===== src/rtl/pi1_rrarb_pkg.sv =====
// Shared definitions for the pi1 round-robin arbiter: pi1 op encodings,
// arbiter FSM states and the clog2 helper.
package pi1_rrarb_pkg;

    localparam logic [1:0] PINOOP = 2'd0;
    localparam logic [1:0] PIWROP = 2'd1;
    localparam logic [1:0] PIRDOP = 2'd2;
    localparam logic [1:0] PIRWOP = 2'd3;

    typedef enum logic {
        ST_IDLE = 1'b0,
        ST_WAIT = 1'b1
    } arb_state_t;

    function automatic int unsigned clog2(input int unsigned v);
        int unsigned r;
        r = 0;
        for (int unsigned i = 0; i < 32; i++) begin
            if ((32'd1 << i) < v) begin
                r = i + 1;
            end
        end
        return r;
    endfunction

endpackage


===== src/rtl/pi1_rrarb_pick.sv =====
// Winner selection for pi1_rrarb: maps the pending-request vector and the
// rotation pointer to the index of the master to offer to the slave.
// PI1RRARB_FIXEDPRIO_EN selects fixed priority (lowest index wins, pointer
// ignored); otherwise the search starts at the pointer and wraps.
module pi1_rrarb_pick
    import pi1_rrarb_pkg::*;
#(
    parameter int unsigned MASTERCOUNT = 2
) (
    input  logic [MASTERCOUNT-1:0]               i_req,
    input  logic [clog2(MASTERCOUNT)-1:0]        i_ptr,
    output logic [clog2(MASTERCOUNT)-1:0]        o_winner,
    output logic                                 o_any
);

    localparam int unsigned PTRBITSZ = clog2(MASTERCOUNT);

`ifdef PI1RRARB_FIXEDPRIO_EN
    logic w_unused_ptr;
    assign w_unused_ptr = |i_ptr;

    // Lowest-index pending request wins; scan downwards so the last hit is the lowest.
    always_comb begin
        o_winner = '0;
        o_any    = |i_req;
        for (int unsigned i = MASTERCOUNT; i > 0; i--) begin
            if (i_req[i-1]) begin
                o_winner = PTRBITSZ'(i - 1);
            end
        end
    end
`else
    // First pending request found scanning ptr, ptr+1, ... with wrap at MASTERCOUNT.
    always_comb begin
        o_winner = '0;
        o_any    = 1'b0;
        for (int unsigned k = 0; k < MASTERCOUNT; k++) begin
            int unsigned idx;
            idx = 32'(i_ptr) + k;
            if (idx >= MASTERCOUNT) begin
                idx = idx - MASTERCOUNT;
            end
            if (!o_any && i_req[PTRBITSZ'(idx)]) begin
                o_any    = 1'b1;
                o_winner = PTRBITSZ'(idx);
            end
        end
    end
`endif

endmodule


===== src/rtl/pi1_rrarb.sv =====
// pi1_rrarb: shares one pi1 slave port among MASTERCOUNT pi1 masters.
// Each master owns a one-entry request slot; one transaction is in flight at
// the slave at a time and the rotation pointer advances past the master that
// just completed. Define PI1RRARB_FIXEDPRIO_EN for fixed priority (master 0
// highest) instead of round-robin.
module pi1_rrarb
    import pi1_rrarb_pkg::*;
#(
    parameter int unsigned MASTERCOUNT = 2,
    parameter int unsigned ARCHBITSZ   = 32,
    localparam int unsigned ADDRBITSZ  = ARCHBITSZ - clog2(ARCHBITSZ/8),
    localparam int unsigned SELBITSZ   = ARCHBITSZ/8,
    localparam int unsigned OWNBITSZ   = clog2(MASTERCOUNT)
) (
    input  logic                              clk_i,
    input  logic                              rst_i,
    input  logic [2*MASTERCOUNT-1:0]          m_pi1_op_i,
    input  logic [ADDRBITSZ*MASTERCOUNT-1:0]  m_pi1_addr_i,
    input  logic [ARCHBITSZ*MASTERCOUNT-1:0]  m_pi1_data_i,
    input  logic [SELBITSZ*MASTERCOUNT-1:0]   m_pi1_sel_i,
    output logic [ARCHBITSZ*MASTERCOUNT-1:0]  m_pi1_data_o,
    output logic [MASTERCOUNT-1:0]            m_pi1_rdy_o,
    output logic [1:0]                        s_pi1_op_o,
    output logic [ADDRBITSZ-1:0]              s_pi1_addr_o,
    output logic [ARCHBITSZ-1:0]              s_pi1_data_o,
    output logic [SELBITSZ-1:0]               s_pi1_sel_o,
    input  logic [ARCHBITSZ-1:0]              s_pi1_data_i,
    input  logic                              s_pi1_rdy_i,
    output logic [OWNBITSZ-1:0]               owner_o
);

    arb_state_t             r_state;
    logic [OWNBITSZ-1:0]    r_owner;
    logic [OWNBITSZ-1:0]    r_ptr;
    logic [MASTERCOUNT-1:0] r_req_v;
    logic [1:0]             r_op   [MASTERCOUNT];
    logic [ADDRBITSZ-1:0]   r_addr [MASTERCOUNT];
    logic [ARCHBITSZ-1:0]   r_data [MASTERCOUNT];
    logic [SELBITSZ-1:0]    r_sel  [MASTERCOUNT];

    logic [1:0]             w_mop   [MASTERCOUNT];
    logic [ADDRBITSZ-1:0]   w_maddr [MASTERCOUNT];
    logic [ARCHBITSZ-1:0]   w_mdata [MASTERCOUNT];
    logic [SELBITSZ-1:0]    w_msel  [MASTERCOUNT];
    logic [MASTERCOUNT-1:0] w_rdy;
    logic [MASTERCOUNT-1:0] w_load;
    logic [OWNBITSZ-1:0]    w_winner;
    logic                   w_any;
    logic                   w_cmpl;
    logic                   w_issue;

    pi1_rrarb_pick #(
        .MASTERCOUNT (MASTERCOUNT)
    ) u_pick (
        .i_req    (r_req_v),
        .i_ptr    (r_ptr),
        .o_winner (w_winner),
        .o_any    (w_any)
    );

    // Unpack the flattened per-master request buses.
    always_comb begin
        for (int unsigned i = 0; i < MASTERCOUNT; i++) begin
            w_mop[i]   = m_pi1_op_i[2*i +: 2];
            w_maddr[i] = m_pi1_addr_i[ADDRBITSZ*i +: ADDRBITSZ];
            w_mdata[i] = m_pi1_data_i[ARCHBITSZ*i +: ARCHBITSZ];
            w_msel[i]  = m_pi1_sel_i[SELBITSZ*i +: SELBITSZ];
        end
    end

    assign w_cmpl = (r_state == ST_WAIT) && s_pi1_rdy_i;

    // A slot is ready when empty, or when its own transaction completes this cycle.
    always_comb begin
        w_rdy  = '0;
        w_load = '0;
        for (int unsigned i = 0; i < MASTERCOUNT; i++) begin
            w_rdy[i]  = !rst_i && (!r_req_v[i] || (w_cmpl && (r_owner == OWNBITSZ'(i))));
            w_load[i] = w_rdy[i] && (w_mop[i] != PINOOP);
        end
    end

    assign m_pi1_rdy_o  = w_rdy;
    assign m_pi1_data_o = {MASTERCOUNT{s_pi1_data_i}};
    assign owner_o      = r_owner;

    // Offer the winning slot to the slave only while idle; payload follows the winner regardless.
    always_comb begin
        s_pi1_op_o   = PINOOP;
        s_pi1_addr_o = r_addr[w_winner];
        s_pi1_data_o = r_data[w_winner];
        s_pi1_sel_o  = r_sel[w_winner];
        if (!rst_i && (r_state == ST_IDLE) && w_any) begin
            s_pi1_op_o = r_op[w_winner];
        end
    end

    assign w_issue = (s_pi1_op_o != PINOOP) && s_pi1_rdy_i;

    // Slot valid flags: set on accept, cleared on completion without a new op.
    always_ff @(posedge clk_i) begin
        if (rst_i) begin
            r_req_v <= '0;
        end else begin
            for (int unsigned i = 0; i < MASTERCOUNT; i++) begin
                if (w_load[i]) begin
                    r_req_v[i] <= 1'b1;
                end else if (w_cmpl && (r_owner == OWNBITSZ'(i))) begin
                    r_req_v[i] <= 1'b0;
                end
            end
        end
    end

    // Slot payload capture; contents only matter while the valid flag is set.
    always_ff @(posedge clk_i) begin
        for (int unsigned i = 0; i < MASTERCOUNT; i++) begin
            if (w_load[i]) begin
                r_op[i]   <= w_mop[i];
                r_addr[i] <= w_maddr[i];
                r_data[i] <= w_mdata[i];
                r_sel[i]  <= w_msel[i];
            end
        end
    end

    // Arbiter FSM: IDLE offers the winner, WAIT holds until the slave completes.
    always_ff @(posedge clk_i) begin
        if (rst_i) begin
            r_state <= ST_IDLE;
            r_owner <= '0;
            r_ptr   <= '0;
        end else begin
            case (r_state)
                ST_IDLE: begin
                    if (w_issue) begin
                        r_owner <= w_winner;
                        r_state <= ST_WAIT;
                    end
                end
                ST_WAIT: begin
                    if (s_pi1_rdy_i) begin
                        r_state <= ST_IDLE;
`ifndef PI1RRARB_FIXEDPRIO_EN
                        // Rotate past the completing master so a re-issue ranks last.
                        r_ptr <= (r_owner == OWNBITSZ'(MASTERCOUNT - 1)) ? '0 : r_owner + 1'b1;
`endif
                    end
                end
                default: r_state <= ST_IDLE;
            endcase
        end
    end

endmodule

===== config.mk =====
export PLATFORM = sky130hd
export DESIGN_NAME = pi1_rrarb
export DESIGN_NICKNAME = d
export VERILOG_FILES = /design/src/rtl/pi1_rrarb_pkg.sv /design/src/rtl/pi1_rrarb_pick.sv /design/src/rtl/pi1_rrarb.sv
export SDC_FILE = /design/constraint.sdc
export NUM_CORES = 1
export LEC_CHECK = 0
export ABC_AREA = 1
export CAP_MARGIN = 10
export CORE_MARGIN = 4
export CORE_UTILIZATION = 35
export DETAILED_ROUTE_END_ITERATION = 6
export PLACE_DENSITY = 0.76
export SETUP_SLACK_MARGIN = 0.02
export SLEW_MARGIN = 20
export SYNTH_ARGS = -nofsm -noshare
export SYNTH_HDL_FRONTEND = slang
export SYNTH_HIERARCHICAL = 1
export SYNTH_SLANG_ARGS = --single-unit

===== constraint.sdc =====
create_clock -name clk_i -period 4.8 [get_ports clk_i]
set_input_delay 1.44 -clock clk_i [delete_from_list [all_inputs] [get_ports clk_i]]
set_output_delay 1.44 -clock clk_i [all_outputs]
set_load 0.02 [all_outputs]

==> reports/qor.yml <==
synth_flop_cell: "edfxtp_1"
setup_viol: 0
grt_use_total_pct: 16.3
yosys-top-cells-count: "nand2_1, edfxtp_1, buf_4, a21oi_1, buf_2"
synth_compound_area_share_pct: 0.703
power_density_mw_per_mm2: 392
hold_depth: 2
area_growth_pct: 43.0
clk_latency_ns: 0.42
die_y_um: 136
crit_type: "in2out"
cp_cell_sequence: "clkdlybuf4s50_1 -> nand3_1 -> a21oi_1 -> clkdlybuf4s50_1"
dpl.hpwl_um: 10900
timing.final.crit_share_pct: 93.2
cp_slowest_stage_delay_ns: 0.64
ys_seq_area_share_pct: 73.5
routed_wl_um: 15300
io_pins: 306
slew_viol_final: 0
final_layout_size_suffix_gt1_share_pct: 6.98
yosysTopAreaCellShare_pct: 71.8
rsz0062_at_grt: "no"
r2r_setup_slack_ns: 2.80
syn-instance-count: 462
startpoint_type: "primary input"
ir_drop_uv: 229
cts_tree: "done"
cp-end-kind: "output port"
clkPwrFrac_pct: 41.1
drtIter0Drc: 117
synth_top_family_by_area: "simple AND/OR/NAND/NOR gates"
antenna_found_initial: 0
yosys.area_share.simple_pct: 15.2
diodes: 0
syn_area_per_cell_um2: 12.3
reg2reg_from: "r_req_v[1]"
cp_common_cell: "clkdlybuf4s50_1"
synth.area.mux_share_pct: 0
core-area_mm2: 0.0159
grt.overflow.total: 0
synthesis.nets: 633
place_congestion: 0.800
cp_data_arrival_time_ns: 3.04
cp_top_family: "buffers and inverters"
cp_max_fo: 7
die_x_um: 136
final_nets: 788
grt_max_degree: 70
ctsHoldBuffers: 0
fmax_ghz: 0.223
synthAdderAreaFrac_pct: 0
drc: 0
synth-warning-count: 6
p_sw_uw: 768
worst-path-buf-inv: 2
initial_utilization_pct: 35.8
cts_setup_buffers: 0
tightest_slew_ns: 0.736
synthTopCellsByArea: "edfxtp_1, nand2_1, buf_4, dfxtp_1, a21oi_1"
p_int_uw: 2420
dieArea_mm2: 0.0184
firstDrtPassIters: 4
power.share.sequential_pct: 45.1
numPortBuffers: 209
synth_cell_types: 17
hold_viol: 0
fin_tns_setup_ns: 0
rows: 46
syn-cell-area_mm2: 0.00569
leakagePower_uw: 0.00313
cap_viol_max_count: 0
hold_class: "reg2reg"
cts_repair_resize_count: 0
hold_start: "r_ptr"
final_cell_area_mm2: 0.00814
multiInputGateArea_um2: 932
cts-buffers-inserted: 17
clk_pin_slew_ns: 0.06
final_antenna_net_count: 0
swShare_pct: 24.1
fillers: 1366
regArea_mm2: 0.00418
wl_per_cell_um: 18.1
cts-root-buf: "clkbuf_16"
synth_edf_count: 136
critPathRequiredTime_ns: 3.36
skew_ns: 0.00817
clock_sinks: 141
yosysMostFrequentCell: "nand2_1"
maxSlewHeadroom_pct: 50.9
outcome: "finished clean"
synth.largest_area_cell: "edfxtp_1"
grt_pass1_wl_um: 22200
p_comb_share_pct: 13.7
htreeDepth: 4
ys_ff_latch: 141
timing.final.crit_period_ns: 4.48
min_to: "r_ptr"
place_area_mm2: 0.00755
clockBufferDepth: 2
num_vias: 3726
avgViaCountPerCell: 4.40
rr_worst_depth: 10
async_reset_ff_share_pct: 0
synth-xor-area-share_pct: 0
grt_pass1_vias: 4038
cp_slowest_cell: "clkdlybuf4s50_1"
timing.rr.end: "owner_o"
worst min-delay path, stage by stage (launching register included):
cell	delay, ns
dfxtp_1	0.33
a21oi_1	0.04
nor2_1	0.09
cell usage in the layout (no fill, tap or decap), types with 5 or more instances in the layout:
| cell | Yosys | routed |
|---|---|---|
| inv_6 | 0 | 6 |
| a21oi_1 | 8 | 7 |
| clkbuf_16 | 0 | 17 |
| inv_1 | 5 | 5 |
| edfxtp_1 | 136 | 136 |
| nor2_1 | 7 | 5 |
| buf_4 | 69 | 6 |
| clkdlybuf4s50_1 | 0 | 209 |
| nand2_1 | 214 | 214 |
| dfxtp_1 | 5 | 5 |
area by class of cell:
cell class,instances,share of cell area [%]
Clock buffer,18,5.27
Clock inverter,14,1.94
Inverter,7,0.354
Multi-Input combinational cell,235,11.5
Sequential cell,141,51.4
Tap cell,216,3.32
Timing Repair Buffer,215,26.3
flip-flops by register name, summed over array words and instances, names as in the netlist:
name / count
r_op: 4
r_addr: 60
r_sel: 8
r_data: 64
r_req_v: 2
r_ptr: 1
owner_o: 1
r_state: 1
power by group through the flow:
| stage | logic (µW) | clock network [µW] | registers, µW |
|---|---|---|---|
| 2_1_floorplan | 255 | 0 | 1460 |
| 3_3_place_gp | 436 | 0 | 1460 |
| 3_5_place_dp | 441 | 0 | 1460 |
| 4_1_cts | 445 | 1350 | 1440 |
| 5_1_grt | 469 | 1400 | 1440 |
| 6_report | 438 | 1310 | 1440 |
stage by stage:
stage          setup slack [ns]  std cells  total power (µW)  util, %  hold slack (ns)
6_report                  0.324        846              3190     51.2            0.496
3_3_place_gp              0.372        814              1900     47.5            0.467
4_1_cts                   0.332        846              3230     51.2            0.493
2_1_floorplan             0.922        462              1720        -            0.452
3_5_place_dp              0.346        814              1910     47.5            0.479
5_1_grt                   0.247        846              3310     51.2            0.541
logic make-up after synthesis:
family,Yosys count
buf+inv,86
simple gates,227
flops,141
compound gates,8
metal layers:
| layer | wire length, µm | share of wire (%) | global-route usage, % |
|---|---|---|---|
| met4 | 546 | 3.6 | 8.23 |
| met1 | 5320 | 35 | 16.4 |
| met3 | 1220 | 8.0 | 5.72 |
| met5 | 0 | 0 | 0 |
| met2 | 8200 | 54 | 29.7 |
how the worst max path moves through the flow:
stage	to	cells after the start	slack, ns	from
final	m_pi1_rdy_o[1]	4	0.32	s_pi1_rdy_i
after global routing	m_pi1_rdy_o[1]	4	0.25	s_pi1_rdy_i
after global placement	m_pi1_rdy_o[1]	4	0.37	s_pi1_rdy_i
after CTS	m_pi1_rdy_o[1]	4	0.33	s_pi1_rdy_i
after floorplan	r_addr[1][0]	4	0.92	s_pi1_rdy_i
after detailed placement	m_pi1_rdy_o[1]	4	0.35	s_pi1_rdy_i
Note: power is estimated with default switching activity, not from simulation.
